File: src/rtl/myooo_missu_sched.sv
`timescale 1ns/1ps
// -----------------------------------------------------------------------------
// myooo_missu_sched
// Scheduler for the L1D miss unit. It allocates a miss entry for each new LSU
// line miss and sends one L2 refill request per entry, picking among pending
// entries round-robin. It buffers each returned line and sends the DCACHE fill
// writes, also round-robin.
//
// Entry lifecycle: FREE -> REQ -> WAIT -> FILL -> FREE. Each state change
// takes effect on the cycle after the event that causes it.
//
// Ports
//   i_clk, i_reset                      clock, asynchronous active-high reset
//   i_miss_valid/i_miss_paddr           LSU miss request
//   o_miss_ready/o_miss_id              accept (combinational) and entry id
//   o_l2_req_valid/paddr/tag            L2 refill request (line-aligned paddr)
//   i_l2_req_ready                      L2 accepts the request
//   i_l2_resp_valid/tag/data            L2 refill return (always accepted)
//   o_fill_valid/paddr/data             DCACHE fill write
//   i_fill_ready                        DCACHE accepts the fill
//   o_busy_vec                          per-entry "not FREE"
//   o_spurious_resp                     pulse, one cycle after a response
//                                       whose tag is not waiting for data
//
// Configuration macro: MYOOO_MISSU_MERGE_EN
//   Defined: a miss to a line that is already in flight is accepted and
//   reports that entry's id. No new entry is allocated and no new L2 request
//   is sent. A merge is possible even when no entry is FREE.
//   Undefined: a miss to a line that is already in flight is stalled until
//   that entry returns to FREE.
// -----------------------------------------------------------------------------
module myooo_missu_sched #(
    parameter int ENTRY_SIZE    = 2,
    parameter int PADDR_W       = 56,
    parameter int LINE_OFFSET_W = 6,
    parameter int LINE_W        = 512,
    localparam int ENTRY_W      = (ENTRY_SIZE > 1) ? $clog2(ENTRY_SIZE) : 1
) (
    input  logic                  i_clk,
    input  logic                  i_reset,
    input  logic                  i_miss_valid,
    input  logic [PADDR_W-1:0]    i_miss_paddr,
    output logic                  o_miss_ready,
    output logic [ENTRY_W-1:0]    o_miss_id,
    output logic                  o_l2_req_valid,
    output logic [PADDR_W-1:0]    o_l2_req_paddr,
    output logic [ENTRY_W-1:0]    o_l2_req_tag,
    input  logic                  i_l2_req_ready,
    input  logic                  i_l2_resp_valid,
    input  logic [ENTRY_W-1:0]    i_l2_resp_tag,
    input  logic [LINE_W-1:0]     i_l2_resp_data,
    output logic                  o_fill_valid,
    output logic [PADDR_W-1:0]    o_fill_paddr,
    output logic [LINE_W-1:0]     o_fill_data,
    input  logic                  i_fill_ready,
    output logic [ENTRY_SIZE-1:0] o_busy_vec,
    output logic                  o_spurious_resp
);

    typedef enum logic [1:0] {
        ST_FREE = 2'd0,
        ST_REQ  = 2'd1,
        ST_WAIT = 2'd2,
        ST_FILL = 2'd3
    } ent_state_e;

    ent_state_e                state_r     [ENTRY_SIZE];
    ent_state_e                state_nxt_s [ENTRY_SIZE];
    logic [PADDR_W-1:0]        paddr_r     [ENTRY_SIZE];
    logic [LINE_W-1:0]         data_r      [ENTRY_SIZE];

    logic [ENTRY_W-1:0]        req_ptr_r;
    logic [ENTRY_W-1:0]        fill_ptr_r;
    logic                      req_lock_r;
    logic [ENTRY_W-1:0]        req_lock_idx_r;
    logic                      fill_lock_r;
    logic [ENTRY_W-1:0]        fill_lock_idx_r;
    logic                      spurious_r;

    logic [ENTRY_SIZE-1:0]     free_vec_s;
    logic [ENTRY_SIZE-1:0]     req_vec_s;
    logic [ENTRY_SIZE-1:0]     fill_vec_s;
    logic [ENTRY_SIZE-1:0]     match_vec_s;
    logic [ENTRY_SIZE-1:0]     resp_hit_s;
    logic                      any_free_s;
    logic                      any_match_s;
    logic [ENTRY_W-1:0]        free_idx_s;
    logic [ENTRY_W-1:0]        match_idx_s;
    logic [ENTRY_W-1:0]        req_grant_s;
    logic [ENTRY_W-1:0]        fill_grant_s;
    logic                      alloc_fire_s;
    logic                      req_hs_s;
    logic                      fill_hs_s;
    logic                      resp_spurious_s;
    logic [PADDR_W-1:0]        miss_line_s;
    logic                      unused_offset_s;

    // Lowest set bit index of vec (0 when vec is empty).
    function automatic logic [ENTRY_W-1:0] lowest_idx(input logic [ENTRY_SIZE-1:0] vec);
        logic [ENTRY_W-1:0] pick;
        pick = '0;
        for (int k = ENTRY_SIZE - 1; k >= 0; k--) begin
            if (vec[k]) begin
                pick = ENTRY_W'(k);
            end else begin
                pick = pick;
            end
        end
        return pick;
    endfunction

    // First set bit of vec at or after ptr, wrapping around.
    function automatic logic [ENTRY_W-1:0] rr_pick(input logic [ENTRY_SIZE-1:0] vec,
                                                   input logic [ENTRY_W-1:0]    ptr);
        logic [ENTRY_W-1:0] pick;
        logic               found;
        int                 idx;
        pick  = '0;
        found = 1'b0;
        for (int k = 0; k < ENTRY_SIZE; k++) begin
            idx = (int'(ptr) + k) % ENTRY_SIZE;
            if (!found && vec[idx]) begin
                pick  = ENTRY_W'(idx);
                found = 1'b1;
            end else begin
                found = found;
            end
        end
        return pick;
    endfunction

    // Index + 1, wrapping at ENTRY_SIZE (ENTRY_SIZE need not be a power of 2).
    function automatic logic [ENTRY_W-1:0] inc_ptr(input logic [ENTRY_W-1:0] idx);
        if (idx == ENTRY_W'(ENTRY_SIZE - 1)) begin
            return '0;
        end else begin
            return idx + ENTRY_W'(1);
        end
    endfunction

    // The offset bits of the miss address play no part in scheduling.
    assign unused_offset_s = ^i_miss_paddr[LINE_OFFSET_W-1:0];
    assign miss_line_s     = {i_miss_paddr[PADDR_W-1:LINE_OFFSET_W], {LINE_OFFSET_W{1'b0}}};

    // Per-entry state decode, line match against in-flight entries, response hit.
    always_comb begin
        free_vec_s  = '0;
        req_vec_s   = '0;
        fill_vec_s  = '0;
        match_vec_s = '0;
        resp_hit_s  = '0;
        for (int e = 0; e < ENTRY_SIZE; e++) begin
            free_vec_s[e]  = (state_r[e] == ST_FREE);
            req_vec_s[e]   = (state_r[e] == ST_REQ);
            fill_vec_s[e]  = (state_r[e] == ST_FILL);
            // An entry finishing its fill this cycle is still non-FREE and still matches.
            match_vec_s[e] = (state_r[e] != ST_FREE) &&
                             (paddr_r[e][PADDR_W-1:LINE_OFFSET_W] ==
                              i_miss_paddr[PADDR_W-1:LINE_OFFSET_W]);
            resp_hit_s[e]  = i_l2_resp_valid && (state_r[e] == ST_WAIT) &&
                             (i_l2_resp_tag == ENTRY_W'(e));
        end
    end

    assign any_free_s      = |free_vec_s;
    assign any_match_s     = |match_vec_s;
    assign free_idx_s      = lowest_idx(free_vec_s);
    assign match_idx_s     = lowest_idx(match_vec_s);
    assign resp_spurious_s = i_l2_resp_valid && !(|resp_hit_s);

    // Allocation is needed only when the line is new. A merge never allocates.
    assign alloc_fire_s = i_miss_valid && any_free_s && !any_match_s;

    // Miss accept and id (combinational, may depend on i_miss_paddr).
    always_comb begin
`ifdef MYOOO_MISSU_MERGE_EN
        o_miss_ready = any_match_s || any_free_s;
        if (any_match_s) begin
            o_miss_id = match_idx_s;
        end else begin
            o_miss_id = free_idx_s;
        end
`else
        o_miss_ready = !any_match_s && any_free_s;
        o_miss_id    = free_idx_s;
`endif
    end

    // L2 request: while stalled, the locked grant is kept so tag and paddr stay stable.
    always_comb begin
        o_l2_req_valid = |req_vec_s;
        if (req_lock_r) begin
            req_grant_s = req_lock_idx_r;
        end else begin
            req_grant_s = rr_pick(req_vec_s, req_ptr_r);
        end
        req_hs_s = o_l2_req_valid && i_l2_req_ready;
        if (o_l2_req_valid) begin
            o_l2_req_tag   = req_grant_s;
            o_l2_req_paddr = paddr_r[req_grant_s];
        end else begin
            o_l2_req_tag   = '0;
            o_l2_req_paddr = '0;
        end
    end

    // DCACHE fill: same grant-lock scheme as the L2 request.
    always_comb begin
        o_fill_valid = |fill_vec_s;
        if (fill_lock_r) begin
            fill_grant_s = fill_lock_idx_r;
        end else begin
            fill_grant_s = rr_pick(fill_vec_s, fill_ptr_r);
        end
        fill_hs_s = o_fill_valid && i_fill_ready;
        if (o_fill_valid) begin
            o_fill_paddr = paddr_r[fill_grant_s];
            o_fill_data  = data_r[fill_grant_s];
        end else begin
            o_fill_paddr = '0;
            o_fill_data  = '0;
        end
    end

    // Per-entry next state. Each event targets an entry in a different state, so all can happen in one cycle.
    always_comb begin
        for (int e = 0; e < ENTRY_SIZE; e++) begin
            state_nxt_s[e] = state_r[e];
            case (state_r[e])
                ST_FREE: begin
                    if (alloc_fire_s && (free_idx_s == ENTRY_W'(e))) begin
                        state_nxt_s[e] = ST_REQ;
                    end else begin
                        state_nxt_s[e] = ST_FREE;
                    end
                end
                ST_REQ: begin
                    if (req_hs_s && (req_grant_s == ENTRY_W'(e))) begin
                        state_nxt_s[e] = ST_WAIT;
                    end else begin
                        state_nxt_s[e] = ST_REQ;
                    end
                end
                ST_WAIT: begin
                    if (resp_hit_s[e]) begin
                        state_nxt_s[e] = ST_FILL;
                    end else begin
                        state_nxt_s[e] = ST_WAIT;
                    end
                end
                ST_FILL: begin
                    if (fill_hs_s && (fill_grant_s == ENTRY_W'(e))) begin
                        state_nxt_s[e] = ST_FREE;
                    end else begin
                        state_nxt_s[e] = ST_FILL;
                    end
                end
                default: begin
                    state_nxt_s[e] = ST_FREE;
                end
            endcase
        end
    end

    // Entry state registers.
    always_ff @(posedge i_clk or posedge i_reset) begin
        if (i_reset) begin
            for (int e = 0; e < ENTRY_SIZE; e++) begin
                state_r[e] <= ST_FREE;
            end
        end else begin
            for (int e = 0; e < ENTRY_SIZE; e++) begin
                state_r[e] <= state_nxt_s[e];
            end
        end
    end

    // Entry line address captured at allocation, line data captured at response.
    always_ff @(posedge i_clk or posedge i_reset) begin
        if (i_reset) begin
            for (int e = 0; e < ENTRY_SIZE; e++) begin
                paddr_r[e] <= '0;
                data_r[e]  <= '0;
            end
        end else begin
            for (int e = 0; e < ENTRY_SIZE; e++) begin
                if (alloc_fire_s && (free_idx_s == ENTRY_W'(e))) begin
                    paddr_r[e] <= miss_line_s;
                end
                if (resp_hit_s[e]) begin
                    data_r[e] <= i_l2_resp_data;
                end
            end
        end
    end

    // Round-robin pointers and grant locks for the L2 request and fill ports.
    always_ff @(posedge i_clk or posedge i_reset) begin
        if (i_reset) begin
            req_ptr_r       <= '0;
            req_lock_r      <= 1'b0;
            req_lock_idx_r  <= '0;
            fill_ptr_r      <= '0;
            fill_lock_r     <= 1'b0;
            fill_lock_idx_r <= '0;
        end else begin
            if (req_hs_s) begin
                req_ptr_r  <= inc_ptr(req_grant_s);
                req_lock_r <= 1'b0;
            end else if (o_l2_req_valid) begin
                req_lock_r     <= 1'b1;
                req_lock_idx_r <= req_grant_s;
            end else begin
                req_lock_r <= 1'b0;
            end
            if (fill_hs_s) begin
                fill_ptr_r  <= inc_ptr(fill_grant_s);
                fill_lock_r <= 1'b0;
            end else if (o_fill_valid) begin
                fill_lock_r     <= 1'b1;
                fill_lock_idx_r <= fill_grant_s;
            end else begin
                fill_lock_r <= 1'b0;
            end
        end
    end

    // Spurious-response pulse, registered so it appears the cycle after the dropped response.
    always_ff @(posedge i_clk or posedge i_reset) begin
        if (i_reset) begin
            spurious_r <= 1'b0;
        end else begin
            spurious_r <= resp_spurious_s;
        end
    end

    assign o_spurious_resp = spurious_r;

    // Busy vector is the complement of the FREE decode.
    assign o_busy_vec = ~free_vec_s;

endmodule
File: config.mk
export PLATFORM = sky130hd
export DESIGN_NAME = myooo_missu_sched
export DESIGN_NICKNAME = d
export VERILOG_FILES = /design/src/rtl/myooo_missu_sched.sv
export SDC_FILE = /design/constraint.sdc
export NUM_CORES = 2
export LEC_CHECK = 0
export CORE_AREA = 2 2 476 478
export CTS_CLUSTER_DIAMETER = 60
export DETAILED_ROUTE_END_ITERATION = 12
export DIE_AREA = 0 0 478 480
export SLEW_MARGIN = 20
export SYNTH_ARGS = -nofsm -noshare
export SYNTH_HDL_FRONTEND = slang
export SYNTH_SLANG_ARGS = --single-unit
File: constraint.sdc
create_clock -name i_clk -period 49.9 [get_ports i_clk]
set_input_delay 9.98 -clock i_clk [delete_from_list [all_inputs] [get_ports i_clk]]
set_output_delay 9.98 -clock i_clk [all_outputs]
set_load 0.05 [all_outputs]
After elaboration in Yosys (flattened, before gate mapping)

Index checks and enable logic that the tools add are counted.
W data, S select, Z words.

Memory bits (writable): 0
Output and inout port bits: 632
Flip-flop bits (word level): 1135
Bits of input ports: 575
Memories: 0
Bits in latches: 0
Memory bits (read-only): 0

Multipliers: 0
Bitwise gates (word level): 11
Magnitude comparators: 6
$add $sub $neg: 4
Divide/modulo/power cells: 0
Reduce and logical (&&, ||, !) cells: 35
Multiplexer cells: 51
Equal/unequal tests: 8
Shifts and indexed selects: 0

Operators with widths:

| kind                  | count |
|---|---|
| $mux W512             | 4 |
| $mux W56              | 8 |
| $eq A50 B50 Y1        | 2 |
| $mux W1               | 33 |
| $logic_and A1 B1 Y1   | 20 |
| $pmux W2 S4           | 2 |
| $reduce_or A2 Y1      | 5 |
| $eq A2 B2 Y1 const B  | 4 |
| $mux W2               | 4 |
| $lt A2 B3 Y1 const B  | 2 |
| $not A1 Y1            | 6 |
| $add A1 B1 Y1 const B | 4 |
| $eq A2 B1 Y1 const B  | 2 |
| $ge A2 B2 Y1 const B  | 2 |
| $logic_not A1 Y1      | 4 |
| $logic_not A2 Y1      | 2 |
| $lt A1 B2 Y1 const B  | 2 |
| $not A1 Y2            | 2 |
| $reduce_and A2 Y1     | 2 |
| $reduce_bool A2 Y1    | 2 |
| $and A1 B1 Y1 const A | 2 |
| $not A2 Y2            | 1 |

Longest topological paths before layout

Word-level depth: 14
Depth in mapped cells: 9

Worst setup path after synthesis

No wires, ideal clock.

Path type: input to output
Start: input port i_miss_paddr[54]
End: output port o_miss_ready
Buffers on the path: 0
Path slack: 28.694 ns
Arrival time: 11.226 ns
Required time: 39.920 ns
Stages on the path: 5
Cell sequence: nor2b_1 > a2111o_1 > nor4_2 > nand4_2 > o221a_2

Longest elaborated chain between the ends: 5
Elaborated cells on any way between the ends: 7
Classes of those cells: eq/ne (2); reduce/logical (5)

RTL lines:

| what                    | RTL line | source |
|---|---|---|
| from (decl)             | 42       | `input logic [PADDR_W-1:0] i_miss_paddr,` |
| $eq A50 B50 Y1          | 158      | `(paddr_r[e][PADDR_W-1:LINE_OFFSET_W] ==` |
| $logic_and A1 B1 Y1     | 157      | `match_vec_s[e] = (state_r[e] != ST_FREE) &&` |
| $reduce_or A2 Y1 (*)    | 166      | `assign any_match_s = \|match_vec_s;` |
| $logic_not A1 Y1 (*)    | 184      | `o_miss_ready = !any_match_s && any_free_s;` |
| $logic_and A1 B1 Y1 (*) | 184      |  |
| to (decl)               | 43       | `output logic o_miss_ready,` |

Every way passes the cells marked *; elsewhere a longest branch is shown, timed or not.

Final worst setup path

Start: input port i_miss_paddr[9]
End: output port o_miss_ready

Same word-level chain as after synthesis.

==> run metrics <==
vias in the first global route=41631; Rel. slew slack=between 20% and 30%; final setup violating endpoints=0; Max Fclk=44.0 MHz; WHS Path Cells=1; fraction of registers with async set/reset=100%; total area of sequential cells=0.0284 mm^2; period utilization=45.5%; drt wl/cell=22.3 um; crit path kind=in -> out; worst-margin pin slew=1.06 ns; mean number of vias per cell=4.53; CP Capture Type=output port; type of origin of the critical path=primary input; dpl cell area=0.0667 mm^2; Synth Warn #=0; CTS buffer count=approximately 140; routability congestion estimate=0.885; average size of a mapped cell=approximately 11 um^2; Starting DRT DRC Count=2337; # hold bufs at CTS=0; CTS Buffer Depth=3; max-slew violations=0; area of the multi-input gates=0.0220 mm^2; Syn Inst Count=4646; clock sink count=1135; CTS tree=done; Post-CTS Repair Setup Buffers=0; Clock transition at path regs=0.05 ns; Crit Reg-Reg Endpoint=data_r[768]; Arr. time, crit path=roughly 13 ns; RSZ-0062 raised after global routing=no; R2R Setup Slk=45.51 ns; Fin. Hold Viols=0; worst setup path start=i_miss_paddr[9]; nets@finish=6277; min cycle time layout=22.70 ns; worst-path maximum fanout=4; DRT Pass-1 Iters=6; DRC Markers=0; initial core utilization=between 20% and 30%; Total GRT Usage=16.6%; initial antenna violation count=83; share of the synthesized area in the top cell type=54.8%; status=completed; Worst Skew=0.0378 ns; Reg-to-Reg Start=state_r[2]; MaxCap Viol Count=0; Hold WC Path Type=reg -> reg; DP Cell Count=8550; vias post-DR=roughly 40000; Layout Cells excl Fill=8842; top post-synthesis cells by area=dfrtp_1 (55%), mux2_2 (23%), nand2_1 (8.9%); first-pass GRT wire length=286000 um; Die ar.=between 0.2 and 0.25 mm^2; WL final=197000 um; post-synthesis sequential area ratio=54.8%; H-tree Lvls=4; Chip Width=roughly 480 um; layout cells sized above 1=24.0%; Layout fillers=22575; global route overflow=0; most area-hungry cell type in the Yosys netlist=dfrtp_1; Cell variety after synth=52; R2R cell count=6; dominant synthesized flop cell=dfrtp_1; post-route ant nets=0; row cnt=between 150 and 200; CP required=39.92 ns; post-DP HPWL=139000 um; clk root buf=clkbuf_16; pin count of the biggest net entering global routing=179; setup TNS=0 ns; cts repair resizes=0; Mapped Area=between 0.05 and 0.06 mm^2; hold_sp=data_r[11]; chip height=about 480 um; Post-synth EDFFs=0; cell area after layout=around 0.07 mm^2; # IOs=between 1000 and 1500; area delta synth->final=38.1%; hold worst-path end=data_r[11]; Worst-Skew Late Latency=between 0.7 and 0.8 ns; IO Port Bufs=1188; core area=0.224 mm^2; flip-flop and latch count after synthesis=1135; Hold Slack=0.503 ns
[how the worst max path moves through the flow]
stage,end,slack (ns),cells after the start
CTS,o_miss_ready,27.13,7
global route,o_miss_ready,27.10,7
global placement,o_miss_ready,27.09,7
floorplan,data_r[0],7.96,1
finish,o_miss_ready,27.20,7
detailed placement,o_miss_ready,27.12,7
[kinds of logic after synthesis]
logic type | share of synthesized area [%]
xor+xnor | 1.47
mux | 24.8
buf+inv | 2.91
other cells | 0.00724
compound gates | 6.45
simple gates | 9.59
flops | 54.8
[through the flow]
stage / setup slack (ns) / utilization, %
2_1_floorplan: 7.96 / -
3_3_place_gp: 27.09 / 29.8
3_5_place_dp: 27.12 / 29.8
4_1_cts: 27.13 / 31.9
5_1_grt: 27.10 / 31.9
6_report: 27.20 / 31.9
[layer usage]
metal / track usage (%) / wire [um] / vias up
met5: 0 / 396 / -
met4: 9.20 / 9550 / 64
met3: 7.36 / 20400 / 377
met2: 26.8 / 94400 / 1445
met1: 18.3 / 72300 / 20233
li1: - / - / 17894
[state kept, by name, indices dropped and copies added (netlist names)]
signal           cells
fill_lock_r          1
state_r              4
req_lock_idx_r       1
data_r            1024
req_ptr_r            1
req_lock_r           1
fill_lock_idx_r      1
paddr_r            100
fill_ptr_r           1
o_spurious_resp      1
[cell usage in the layout, fill, tap and decap left out, drive strengths merged, types with 2 or more instances in the layout]
cell type / instances
nand2: 1234
clkdlybuf4s50: 1188
dfrtp: 1135
mux2: 1118
a21oi: 616
clkbuf: 202
xnor2: 71
buf: 54
diode: 42
inv: 37
clkinv: 24
xor2: 16
nand4: 16
conb: 12
nor2: 10
nor4: 9
bufinv: 8
o221ai: 6
mux2i: 6
nand2b: 4
clkinvlp: 4
o21ai: 4
nor2b: 3
o211ai: 3
o31ai: 3
nor3: 2
and2: 2
o31a: 2
[synth_stat cells (2+ instances only)]
master,instances
xnor2_1,71
nand2_1,1234
o31a_1,2
buf_4,12
mux2i_1,6
o211ai_1,2
nor2b_1,3
buf_12,5
nor3_1,2
nor2_1,10
o21ai_0,3
a21oi_1,616
o31ai_1,3
inv_1,24
dfrtp_1,1135
o221ai_1,6
buf_2,5
clkbuf_1,311
xor2_1,16
buf_1,8
nor4_1,7
nand2b_1,4
and2_1,2
mux2_4,46
nand4_1,15
mux2_2,1059
mux2_1,13
nor4_2,2
[final cells by class]
type / count / share of cell area (%)
Tap cell: 2992 / 5.23
Clock buffer: 202 / 5.69
Sequential cell: 1135 / 39.7
Timing Repair Buffer: 1242 / 17.4
Multi-Input combinational cell: 3156 / 30.8
Inverter: 25 / 0.142
Clock inverter: 48 / 0.952
Antenna cell: 42 / 0.147
[critical path, stage by stage]
cell and delay, ns:
clkdlybuf4s50_1 0.49, xnor2_1 0.37, nand4_1 0.21, nor4_2 0.41, nand4_2 0.22, o221a_2 0.32
clkdlybuf4s50_1 0.71
Power is not shown: default switching activity piles up to over one toggle a cycle in this logic, so the estimate is an artifact.
